File: src/rtl/spi_sample_bridge.sv
`default_nettype none
// ============================================================================
// Module   : spi_sample_bridge
// Purpose  : Unpacks SPI packets into a stream of FIR samples (valid/ready)
//            and re-packs FIR results into SPI transmit packets.
// Revision : 1.0 - initial release
// ============================================================================
module spi_sample_bridge #(
  parameter int SAMPLE_WIDTH       = 16,
  parameter int SAMPLES_PER_PACKET = 4,
  localparam int PACKET_WIDTH      = SAMPLE_WIDTH * SAMPLES_PER_PACKET
) (
  input  logic                    clkIn,
  input  logic                    nResetIn,
  input  logic [PACKET_WIDTH-1:0] packetIn,
  input  logic                    packetValidIn,
  output logic [SAMPLE_WIDTH-1:0] sampleOut,
  output logic                    sampleValidOut,
  input  logic                    sampleReadyIn,
  input  logic [SAMPLE_WIDTH-1:0] resultIn,
  input  logic                    resultValidIn,
  output logic [PACKET_WIDTH-1:0] packetOut,
  output logic                    packetReadyOut,
  output logic                    overrunOut,
  output logic                    busyOut
);

  // Index width kept at least one bit so a single-sample packet still builds.
  localparam int IDX_W = (SAMPLES_PER_PACKET > 1) ? $clog2(SAMPLES_PER_PACKET) : 1;
  localparam logic [IDX_W-1:0] c_LAST = IDX_W'(SAMPLES_PER_PACKET - 1);

  typedef enum logic [0:0] {
    ST_IDLE = 1'b0,
    ST_SEND = 1'b1
  } state_t;

  state_t                  r_state;
  logic [IDX_W-1:0]        r_k;
  logic [IDX_W-1:0]        r_j;
  logic [PACKET_WIDTH-1:0] r_shadow;
  logic [PACKET_WIDTH-1:0] r_acc;
  logic [PACKET_WIDTH-1:0] r_packet;
  logic [SAMPLE_WIDTH-1:0] r_sample;
  logic                    r_sample_valid;
  logic                    r_packet_ready;
  logic                    r_overrun;
  logic                    r_busy;

  logic                    w_xfer;
  logic                    w_k_last;
  logic                    w_j_last;
  logic [IDX_W-1:0]        w_next_k;
  logic [SAMPLE_WIDTH-1:0] w_next_sample;
  logic [PACKET_WIDTH-1:0] w_acc_next;

  assign w_xfer   = r_sample_valid & sampleReadyIn;
  assign w_k_last = (r_k == c_LAST);
  assign w_j_last = (r_j == c_LAST);
  assign w_next_k = r_k + IDX_W'(1);

  // Select the sample that follows the one currently presented.
  always_comb begin
    w_next_sample = '0;
    for (int i = 0; i < SAMPLES_PER_PACKET; i++) begin
      if (w_next_k == IDX_W'(i)) begin
        w_next_sample = r_shadow[i*SAMPLE_WIDTH +: SAMPLE_WIDTH];
      end
    end
  end

  // Accumulator with the incoming result merged into slot j, so the final
  // sample is already included when the packet register loads.
  always_comb begin
    w_acc_next = r_acc;
    for (int i = 0; i < SAMPLES_PER_PACKET; i++) begin
      if (r_j == IDX_W'(i)) begin
        w_acc_next[i*SAMPLE_WIDTH +: SAMPLE_WIDTH] = resultIn;
      end
    end
  end

  // Unpack FSM: latch a packet, then present its samples one per transfer.
  always_ff @(posedge clkIn or negedge nResetIn) begin
    if (!nResetIn) begin
      r_state        <= ST_IDLE;
      r_k            <= '0;
      r_shadow       <= '0;
      r_sample       <= '0;
      r_sample_valid <= 1'b0;
      r_overrun      <= 1'b0;
      r_busy         <= 1'b0;
    end else begin
      case (r_state)
        ST_IDLE: begin
          if (packetValidIn) begin
            r_shadow       <= packetIn;
            r_k            <= '0;
            r_sample       <= packetIn[SAMPLE_WIDTH-1:0];
            r_sample_valid <= 1'b1;
            r_busy         <= 1'b1;
            r_state        <= ST_SEND;
          end
        end
        ST_SEND: begin
          if (w_xfer && w_k_last) begin
            // A packet arriving exactly as the last sample leaves is chained
            // straight in, keeping the sample stream gap-free.
            if (packetValidIn) begin
              r_shadow <= packetIn;
              r_k      <= '0;
              r_sample <= packetIn[SAMPLE_WIDTH-1:0];
            end else begin
              r_k            <= '0;
              r_sample_valid <= 1'b0;
              r_busy         <= 1'b0;
              r_state        <= ST_IDLE;
            end
          end else begin
            if (w_xfer) begin
              r_k      <= w_next_k;
              r_sample <= w_next_sample;
            end
            // Any other packet during SEND is lost; flag it until reset.
            if (packetValidIn) begin
              r_overrun <= 1'b1;
            end
          end
        end
        default: begin
          r_state <= ST_IDLE;
        end
      endcase
    end
  end

  // Collect path: gather results and publish only complete packets.
  always_ff @(posedge clkIn or negedge nResetIn) begin
    if (!nResetIn) begin
      r_j            <= '0;
      r_acc          <= '0;
      r_packet       <= '0;
      r_packet_ready <= 1'b0;
    end else begin
      r_packet_ready <= 1'b0;
      if (resultValidIn) begin
        r_acc <= w_acc_next;
        if (w_j_last) begin
          r_packet       <= w_acc_next;
          r_packet_ready <= 1'b1;
          r_j            <= '0;
        end else begin
          r_j <= r_j + IDX_W'(1);
        end
      end
    end
  end

  assign sampleOut      = r_sample;
  assign sampleValidOut = r_sample_valid;
  assign packetOut      = r_packet;
  assign packetReadyOut = r_packet_ready;
  assign overrunOut     = r_overrun;
  assign busyOut        = r_busy;

endmodule
`default_nettype wire
File: config.mk
export PLATFORM = sky130hd
export DESIGN_NAME = spi_sample_bridge
export DESIGN_NICKNAME = d
export VERILOG_FILES = /design/src/rtl/spi_sample_bridge.sv
export SDC_FILE = /design/constraint.sdc
export NUM_CORES = 1
export LEC_CHECK = 0
export BUFFER_PORTS_ARGS = -buffer_cell sky130_fd_sc_hd__buf_2
export CAP_MARGIN = 20
export CORE_MARGIN = 10
export CORE_UTILIZATION = 50
export DETAILED_ROUTE_END_ITERATION = 10
export GPL_ROUTABILITY_DRIVEN = 0
export PLACE_DENSITY = 0.71
export REMOVE_ABC_BUFFERS = 1
export SLEW_MARGIN = 20
export SYNTH_ARGS = -nofsm -noshare
export SYNTH_HDL_FRONTEND = slang
export SYNTH_SLANG_ARGS = --single-unit
File: constraint.sdc
create_clock -name clkIn -period 2 [get_ports clkIn]
set_input_delay 0.4 -clock clkIn [delete_from_list [all_inputs] [get_ports clkIn]]
set_output_delay 0.4 -clock clkIn [all_outputs]
set_load 0.01 [all_outputs]
==> flow_summary.toml <==
[run_status]
status = "complete, no violations"

[timing]
grt_setup_unrepaired = "no"
worst_pin_slew_ns = 0.487
setup_slack_ns = 0.138
period_share = 0.931
period_needed_ns = 1.86
finClkSkew_ns = 0.0103
finalSetupViolCount = 0
hold_ws_ns = 0.183
report.final.slew_viol_count = 0
fmax_mhz = 537
hold_violations = 0
relSlewSlack = 0.675

[route]
dr.pass1.iters = 5
drtAntennaViolNets = 0
wl_per_cell_um = 17.5
vias = 5996
via_per_inst = 5.26
met1_length_mm = 9.22
met2_length_mm = 9.05
wl_met3_mm = 1.43
drc = 0
topRoutingLayerUsed = "met4"
drt_iter0_drc = 470
routed_wl_mm = 19.9

[cells_and_area]
stdcell_count = 1139
nets = 990
drive_above_1_share = 0.387
fillers = 1424
seqCellArea_sq_mm = 0.00500
multi_input_area_sq_mm = 0.00349
area_delta_synth_final_pct = 20.0

[placement]
port_buffers = 168
pre_cts_slack_ns = 0.142
hpwlAfterDp_mm = 14.0
place_inst = 1105

[die]
dieArea_sq_mm = 0.0238
die_width_um = 154
initial_core_util = 0.505
ios = 169
rows = 49
core-area_sq_mm = 0.0178
dieHeight_um = 154

[clock_network]
clk_transition_reported_paths_ns = 0.07
clock-sinks = 200
cts_made_buffers = 17
cts_buffer_depth = 2
htreeDepth = 4
tritoncts = "built"
clk_latency_ns = 0.44
cts-root-buf = "clkbuf_16"

[power_and_ir_drop]
p_total_mw = 15.4
peakVddDrop_mv = 0.749
p_leak_nw = 5.35
powerDensity_mw_per_mm2 = 1420

[setup_path]
cpMaxStageDelayCell = "dfrtp_1"
reg2reg_depth = 5
r2r_slack_ns = 0.14
critical_path_class = "reg2reg"
endpoint_kind = "register"
start_kind = "register"
critPathMaxFanout = 21
arrival_ns = 2.18
r2r_start = "r_k[0]"
endpoint = "r_shadow[16]"
slowest_delay_ns = 0.41
required_ns = 2.32
r2r-end = "r_shadow[16]"
crit_path_start = "r_k[0]"
crit_chain = "ha_1 -> nand3_2 -> a21boi_4 -> buf_4 -> mux2_4"

[logic_synthesis]
yosysWarnings = 0
yosys-top-cells-area = "dfrtp_1 (56%), mux2_4 (11%), mux2_2 (6.0%)"
syn-cell-area_sq_mm = 0.00902
synth_flop_cell = "dfrtp_1"
synthTopCellsByCount = "dfrtp_1 (200), nand2_1 (104), mux2_4 (64)"
yosysMostFrequentCell = "dfrtp_1"
synth-seq-cells = 200
postSynthCellCount = 721
avgSynthCellArea_sq_um = 12.5
synth_top_area_share = 0.555
ys_seq_area_frac = 0.555
synthDominantAreaCellType = "dfrtp_1"
ys_types = 30
synth-edff-count = 0
postSynth.asyncResetShare = 1.00

[global_route]
grt_max_degree = 113
grt_pass1_wl_mm = 32.8
overflow = 0
antenna_found_initial = 2
grt_use_total = 0.168
grt_pass1_vias = 6260

[job]
maxCapViolCount = 0

[min_path]
hold_path_class = "in2reg"
registers in the layout (all words and copies together), names as in the netlist:
| signal | flops |
|---|---|
| r_shadow | 64 |
| r_k | 2 |
| packetReadyOut | 1 |
| r_acc | 48 |
| overrunOut | 1 |
| r_j | 2 |
| packetOut | 64 |
| busyOut | 1 |
| r_state | 1 |
| sampleOut | 16 |
layout by cell type (no fill, tap or decap), drive strengths merged, types with 3 or more instances in the layout:
| cell | synthesis | routed |
|---|---|---|
| inv | 53 | 54 |
| mux2 | 112 | 112 |
| buf | 37 | 202 |
| clkinv | 1 | 8 |
| nand3b | 16 | 16 |
| clkbuf | 11 | 21 |
| ha | 9 | 9 |
| mux2i | 49 | 49 |
| dfrtp | 200 | 200 |
| nand2 | 104 | 104 |
| a222oi | 16 | 16 |
| a221o | 16 | 16 |
| nor2 | 3 | 3 |
| o21ai | 51 | 51 |
| a21oi | 34 | 34 |
worst max-delay path: cells and delay by family, from the launching register on:
family	cells	cell delay [ns]
buf+inv	1	0.37
mux	1	0.33
flops	1	0.41
fa+ha+maj	1	0.26
simple gates	1	0.15
compound gates	1	0.21
area by class of cell:
type                            instances  share of cell area
Antenna cell                            2            0.000463
Timing Repair Buffer                  204               0.115
Inverter                               54              0.0187
Clock buffer                           20              0.0422
Tap cell                              229              0.0265
Clock inverter                         11              0.0113
Sequential cell                       200               0.463
Multi-Input combinational cell        419               0.323
per-layer routing:
metal	track usage	vias up
li1	-	2848
met1	0.227	2946
met2	0.252	181
met3	0.0532	21
met4	0.0499	0
met5	0	-
timing repair:
| item | CTS | global route |
|---|---|---|
| endpoints found under the setup margin | 0 | 4 |
| buffers inserted | 0 | 0 |
| endpoints found under the hold margin | 37 | 0 |
| hold buffers | 1 | 0 |
| gates resized for setup | 0 | 2 |
power by group:
part           switching (mW)  internal [mW]
registers               0.864           5.62
clock network            1.49           1.90
logic                    2.68           2.83
worst min path at each step:
stage / startpoint / end / depth (start not counted)
6_report: packetIn[36] / r_shadow[36] / 2
5_1_grt: packetIn[38] / r_shadow[38] / 2
4_1_cts: packetIn[36] / r_shadow[36] / 2
3_5_place_dp: nResetIn / packetOut[26] / 1
3_3_place_gp: nResetIn / packetOut[63] / 1
2_1_floorplan: nResetIn / busyOut / 0
cell families after synthesis:
family,synth area share
compound gates,0.0881
buf+inv,0.0616
simple gates,0.0619
fa+ha+maj,0.0125
flops,0.555
mux,0.221
through the flow:
stage                     utilization  setup TNS [ns]  cell area [sq um]
after floorplan                     -         -246.60               8660
after global placement          0.572               0              10200
after detailed placement        0.572               0              10200
after CTS                       0.605               0              10800
after global routing            0.606               0              10800
final                           0.606               0              10800
No activity file was read; power rests on OpenSTA's default activity.
